<file path="config.mk">
export PLATFORM = sky130hd
export DESIGN_NAME = sbox_masked_driver
export DESIGN_NICKNAME = d
export VERILOG_FILES = /design/src/rtl/sbox_masked_driver.sv
export SDC_FILE = /design/constraint.sdc
export NUM_CORES = 1
export LEC_CHECK = 0
export ABC_CLOCK_PERIOD_IN_PS = 2200
export BUFFER_PORTS_ARGS = -buffer_cell sky130_fd_sc_hd__buf_2
export CAP_MARGIN = 20
export CORE_ASPECT_RATIO = 0.75
export CORE_MARGIN = 2
export CORE_UTILIZATION = 40
export CTS_CLUSTER_SIZE = 28
export DETAILED_ROUTE_END_ITERATION = 7
export SYNTH_ARGS = -nofsm -noshare
export SYNTH_HDL_FRONTEND = slang
export SYNTH_SLANG_ARGS = --single-unit
</file>
<file path="constraint.sdc">
create_clock -name clk -period 2.2 [get_ports clk]
set_clock_uncertainty 0.2 [all_clocks]
set_input_delay 0.22 -clock clk [delete_from_list [all_inputs] [get_ports clk]]
set_output_delay 0.22 -clock clk [all_outputs]
set_load 0.1 [all_outputs]
</file>
<file path="src/rtl/sbox_masked_driver.sv">
// sbox_masked_driver: host-side driver for a 3-share masked Skinny S-box core.
// Splits a plain nibble into Boolean shares, feeds fresh randomness, starts the
// core, waits for its Synch pulse, then recombines the output shares.
// Optional RUN-state watchdog: define SBOX_DRV_TIMEOUT_EN.
module sbox_masked_driver #(
  parameter int unsigned LATENCY = 5,
  parameter logic [31:0] SEED    = 32'h1,
  parameter int unsigned TIMEOUT = 16
) (
  input  logic        clk,
  input  logic        rst,
  input  logic        in_valid,
  output logic        in_ready,
  input  logic [3:0]  din,
  output logic        out_valid,
  input  logic        out_ready,
  output logic [3:0]  dout,
  output logic        err,
  output logic [3:0]  X_s0,
  output logic [3:0]  X_s1,
  output logic [3:0]  X_s2,
  output logic [11:0] Fresh,
  output logic        sbox_rst,
  input  logic        Synch,
  input  logic [3:0]  Y_s0,
  input  logic [3:0]  Y_s1,
  input  logic [3:0]  Y_s2
);

  localparam int unsigned NW = 4;
  localparam int unsigned LW = 32;
  // Galois feedback mask for x^32 + x^22 + x^2 + x + 1
  localparam logic [LW-1:0] LFSR_TAPS = 32'h8020_0003;

  typedef enum logic [1:0] {
    S_IDLE = 2'd0,
    S_RUN  = 2'd1,
    S_CAPT = 2'd2,
    S_OUT  = 2'd3
  } state_e;

  state_e        state_q, state_d;
  logic [LW-1:0] lfsr_q, lfsr_d;
  logic          in_ready_q, in_ready_d;
  logic          out_valid_q, out_valid_d;
  logic [NW-1:0] dout_q, dout_d;
  logic          err_q, err_d;
  logic [NW-1:0] x_s0_q, x_s0_d;
  logic [NW-1:0] x_s1_q, x_s1_d;
  logic [NW-1:0] x_s2_q, x_s2_d;
  logic          sbox_rst_q, sbox_rst_d;
  logic          accept_c;
  logic          timeout_c;

  assign accept_c = in_valid && in_ready_q;

`ifdef SBOX_DRV_TIMEOUT_EN
  localparam int unsigned CNT_W = (TIMEOUT > 1) ? $clog2(TIMEOUT) : 1;

  logic [CNT_W-1:0] cnt_q, cnt_d;

  assign timeout_c = (state_q == S_RUN) && !Synch && (cnt_q == CNT_W'(TIMEOUT - 1));

  // Watchdog counter: counts cycles spent in RUN, cleared elsewhere
  always_comb begin
    cnt_d = '0;
    if (state_q == S_RUN) cnt_d = cnt_q + CNT_W'(1);
  end

  // Watchdog counter register
  always_ff @(posedge clk) begin
    if (rst) cnt_q <= '0;
    else     cnt_q <= cnt_d;
  end

  // Watchdog must outlast the core's nominal latency
  always_ff @(posedge clk) begin
    if (!rst) assert (TIMEOUT > LATENCY)
      else $error("sbox_masked_driver: TIMEOUT must exceed LATENCY");
  end
`else
  assign timeout_c = 1'b0;
`endif

  // Parameter sanity: LFSR must not lock up at zero
  always_ff @(posedge clk) begin
    if (!rst) assert (SEED != '0 && LATENCY > 0 && TIMEOUT > 0)
      else $error("sbox_masked_driver: illegal parameter set");
  end

  // LFSR advance, one step per cycle
  always_comb begin
    lfsr_d = lfsr_q >> 1;
    if (lfsr_q[0]) lfsr_d = lfsr_d ^ LFSR_TAPS;
  end

  // State register and all registered outputs
  always_ff @(posedge clk) begin
    if (rst) begin
      state_q     <= S_IDLE;
      lfsr_q      <= SEED;
      in_ready_q  <= 1'b0;
      out_valid_q <= 1'b0;
      dout_q      <= '0;
      err_q       <= 1'b0;
      x_s0_q      <= '0;
      x_s1_q      <= '0;
      x_s2_q      <= '0;
      sbox_rst_q  <= 1'b1;
    end else begin
      state_q     <= state_d;
      lfsr_q      <= lfsr_d;
      in_ready_q  <= in_ready_d;
      out_valid_q <= out_valid_d;
      dout_q      <= dout_d;
      err_q       <= err_d;
      x_s0_q      <= x_s0_d;
      x_s1_q      <= x_s1_d;
      x_s2_q      <= x_s2_d;
      sbox_rst_q  <= sbox_rst_d;
    end
  end

  // Next-state logic
  always_comb begin
    state_d = state_q;
    case (state_q)
      S_IDLE: if (accept_c) state_d = S_RUN;
      S_RUN: begin
        if (Synch)          state_d = S_CAPT;
        else if (timeout_c) state_d = S_IDLE;
      end
      S_CAPT: state_d = S_OUT;
      S_OUT:  if (out_ready) state_d = S_IDLE;
      default: state_d = S_IDLE;
    endcase
  end

  // Output/datapath next values; recombine XOR sits only on the CAPT path
  always_comb begin
    in_ready_d  = (state_d == S_IDLE);
    out_valid_d = out_valid_q;
    dout_d      = dout_q;
    err_d       = 1'b0;
    x_s0_d      = x_s0_q;
    x_s1_d      = x_s1_q;
    x_s2_d      = x_s2_q;
    sbox_rst_d  = sbox_rst_q;
    case (state_q)
      S_IDLE: begin
        sbox_rst_d = 1'b1;
        if (accept_c) begin
          x_s1_d     = lfsr_q[3:0];
          x_s2_d     = lfsr_q[7:4];
          x_s0_d     = din ^ lfsr_q[3:0] ^ lfsr_q[7:4];
          sbox_rst_d = 1'b0;
        end
      end
      S_RUN: begin
        if (!Synch && timeout_c) begin
          err_d      = 1'b1;
          sbox_rst_d = 1'b1;
        end
      end
      S_CAPT: begin
        dout_d      = Y_s0 ^ Y_s1 ^ Y_s2;
        out_valid_d = 1'b1;
        sbox_rst_d  = 1'b1;
      end
      S_OUT: begin
        if (out_ready) out_valid_d = 1'b0;
      end
      default: begin
        out_valid_d = 1'b0;
        sbox_rst_d  = 1'b1;
      end
    endcase
  end

  assign in_ready  = in_ready_q;
  assign out_valid = out_valid_q;
  assign dout      = dout_q;
  assign err       = err_q;
  assign X_s0      = x_s0_q;
  assign X_s1      = x_s1_q;
  assign X_s2      = x_s2_q;
  assign sbox_rst  = sbox_rst_q;
  assign Fresh     = lfsr_q[19:8];

endmodule

</file>
==> impl_metrics.yaml <==
global_routing:
  antenna_found_initial: 0
  track_usage_pct: 12.7
  grt_max_degree: 25
  grt_pass1_wl_um: 5410
  grt_overflow: 0
  grt_pass1_vias: 1163
layout:
  final_common_cell: "dfxtp_1"
  drive_above_1_share_pct: 30.3
  fin_cells: 285
  nets: 248
  final_cell_mix: "dfxtp_1 (53), buf_2 (51), nor2b_1 (30)"
  utilization_pct: 49.0
  area_delta_synth_final_pct: 16.1
  num_antenna_cells: 0
place:
  dp_hpwl_um: 2200
  dp.cells: 276
  portBuffers: 51
  pre_cts_ws_ns: 0.694
  gp_congestion: 0.737
cts:
  cts_setup_buffers: 0
  cts_buffer_depth: 2
  clk_pin_slew_ns: 0.09
  clock_sinks: 53
  cts_tree: "done"
  cts_buffers: 5
  cts_root_buf: "clkbuf_8"
  clkLatencyLatePin_ns: 0.30
  htreeDepth: 2
job:
  cap_violations: 0
drt:
  dr.pass1.iters: 4
  dr.first_iter.drc_count: 54
  antenna_left: 0
  wl_um: 3130
  drc: 0
  vias: 1254
  routed_via_density: 4.40
  wire_per_inst_um: 11.0
synthesis:
  synth_cell_types: 25
  synthCells: 187
  syn_area_um2: 1920
  yosysSeqAreaShare_pct: 55.3
  syn-num-nets: 208
  synth_seq_cells: 53
  syn-mean-instance-area_um2: 10.3
  ys_warn_count: 0
setup_path:
  worst_path_max_delay_cell: "nand4bb_2"
  crit_fanout: 14
  reg2regPathDepth: 3
  cp_cell_sequence: "nand4bb_2 -> nand3b_1 -> o21ai_2"
  crit_start: "state_q[1]"
  worstReg2RegEnd: "X_s0[3]"
  end_kind: "flop"
  worstPathRequired_ns: 2.19
  start_kind: "flop"
  arrival_ns: 1.51
  rrSetupSlack_ns: 0.68
  worstSetupPathType: "reg2reg"
  r2r-start: "state_q[1]"
  critPathMaxStageDelay_ns: 0.51
die:
  fp.dieH_um: 64.0
  core_area_um2: 4550
  rows: 21
  boundaryPins: 53
  die_area_um2: 5370
  start_util_pct: 42.2
  die_x_um: 84.0
pwr:
  p_leak_uw: 0.000960
  vdd_ir_drop_max_v: 0.000450
  power_density_nw_per_um2: 834
timing:
  rsz0062_at_grt: "false"
  tns_ns: 0
  setup_viol_count_final: 0
  hold_viol_final: 0
  finalMaxSlewViolations: 0
  fmax_mhz: 657
  period_needed_ns: 1.52
  period_share_pct: 69.2
  layout_setup_ws_ns: 0.678
  holdWs_ns: 0.0153
worst_hold_path:
  whs_path_depth: 3
  min_to: "state_q[1]"
  min_path_type: "in2reg"
  hold_path.startpoint: "Synch"
outcome:
  status: "complete, no violations"
## layer usage
| metal | share of wire [%] | track usage [%] |
|---|---|---|
| met3 | 4.7 | 3.88 |
| met1 | 52 | 17.6 |
| met4 | 0.83 | 4.84 |
| met5 | 0 | 0 |
| met2 | 43 | 18.6 |
## power by group
part / leakage (uW) / internal [uW] / switching (uW) / total (uW)
clock network: 0.0000439 / 220 / 299 / 519
registers: 0.000430 / 996 / 28.1 / 1020
logic: 0.000485 / 90.4 / 224 / 314
## flip-flops by register name, summed over array words and instances (netlist names)
register   cells
X_s0           4
out_valid      1
sbox_rst       1
X_s1           4
in_ready       1
state_q        2
X_s2           4
dout           4
lfsr_q        32
## area by class of cell
| class | count | area [um2] |
|---|---|---|
| Tap cell | 57 | 71.3 |
| Clock buffer | 5 | 68.8 |
| Timing Repair Buffer | 55 | 288 |
| Clock inverter | 3 | 17.5 |
| Multi-Input combinational cell | 112 | 722 |
| Sequential cell | 53 | 1060 |
| Fill cell | 446 | 2320 |
## metrics by stage
step	area, um2	power, uW
after CTS	2230	1890
final	2230	1860
after global placement	2130	1360
after detailed placement	2130	1360
after floorplan	1920	1310
after global routing	2230	1950
## worst max-delay path, delay by kind of cell (launching register included)
| kind | cells | cell delay, ns |
|---|---|---|
| DFF | 1 | 0.39 |
| AOI/OAI and AO/OA | 1 | 0.07 |
| and+or+nand+nor | 2 | 0.75 |
## worst max path at each step
stage / endpoint / depth (start not counted)
3_5_place_dp: X_s0[3] / 3
2_1_floorplan: X_s0[0] / 4
4_1_cts: in_ready / 1
6_report: X_s0[3] / 3
5_1_grt: X_s0[1] / 3
3_3_place_gp: X_s0[3] / 3
## timing repair
item | in CTS | in global routing
hold buffers | 1 | 0
hold endpoints to repair | 1 | 0
resized for setup | 0 | 0
## cell usage after synthesis
| cell type | n | area [um2] |
|---|---|---|
| a21o_1 | 1 | 7.51 |
| o22ai_1 | 4 | 25.0 |
| dfxtp_1 | 53 | 1060 |
| and2b_1 | 1 | 7.51 |
| nand2b_1 | 6 | 37.5 |
| xor2_1 | 8 | 70.1 |
| nand4bb_2 | 1 | 16.3 |
| clkbuf_1 | 4 | 15.0 |
| a21oi_1 | 11 | 55.1 |
| nor2b_1 | 30 | 188 |
| conb_1 | 1 | 3.75 |
| o21ai_2 | 4 | 35.0 |
| buf_2 | 3 | 15.0 |
| or2b_1 | 1 | 7.51 |
| o21a_1 | 1 | 7.51 |
| nor2_1 | 3 | 11.3 |
| nand3_1 | 1 | 5.00 |
| nand3b_1 | 5 | 37.5 |
| nor4bb_1 | 1 | 10.0 |
| xnor2_1 | 11 | 96.3 |
| o21ai_0 | 1 | 5.00 |
| nand2b_4 | 1 | 13.8 |
| buf_4 | 15 | 113 |
| nand2_1 | 19 | 71.3 |
| nor3_1 | 1 | 5.00 |
## logic make-up after synthesis
logic type      count (synthesis)  share of synthesized area (%)
flops                          53                           55.3
buf+inv                        22                           7.43
compound gates                 22                           7.04
other cells                     1                          0.195
xor+xnor                       19                           8.67
simple gates                   70                           21.4
Power figures use the tool's default switching activity.
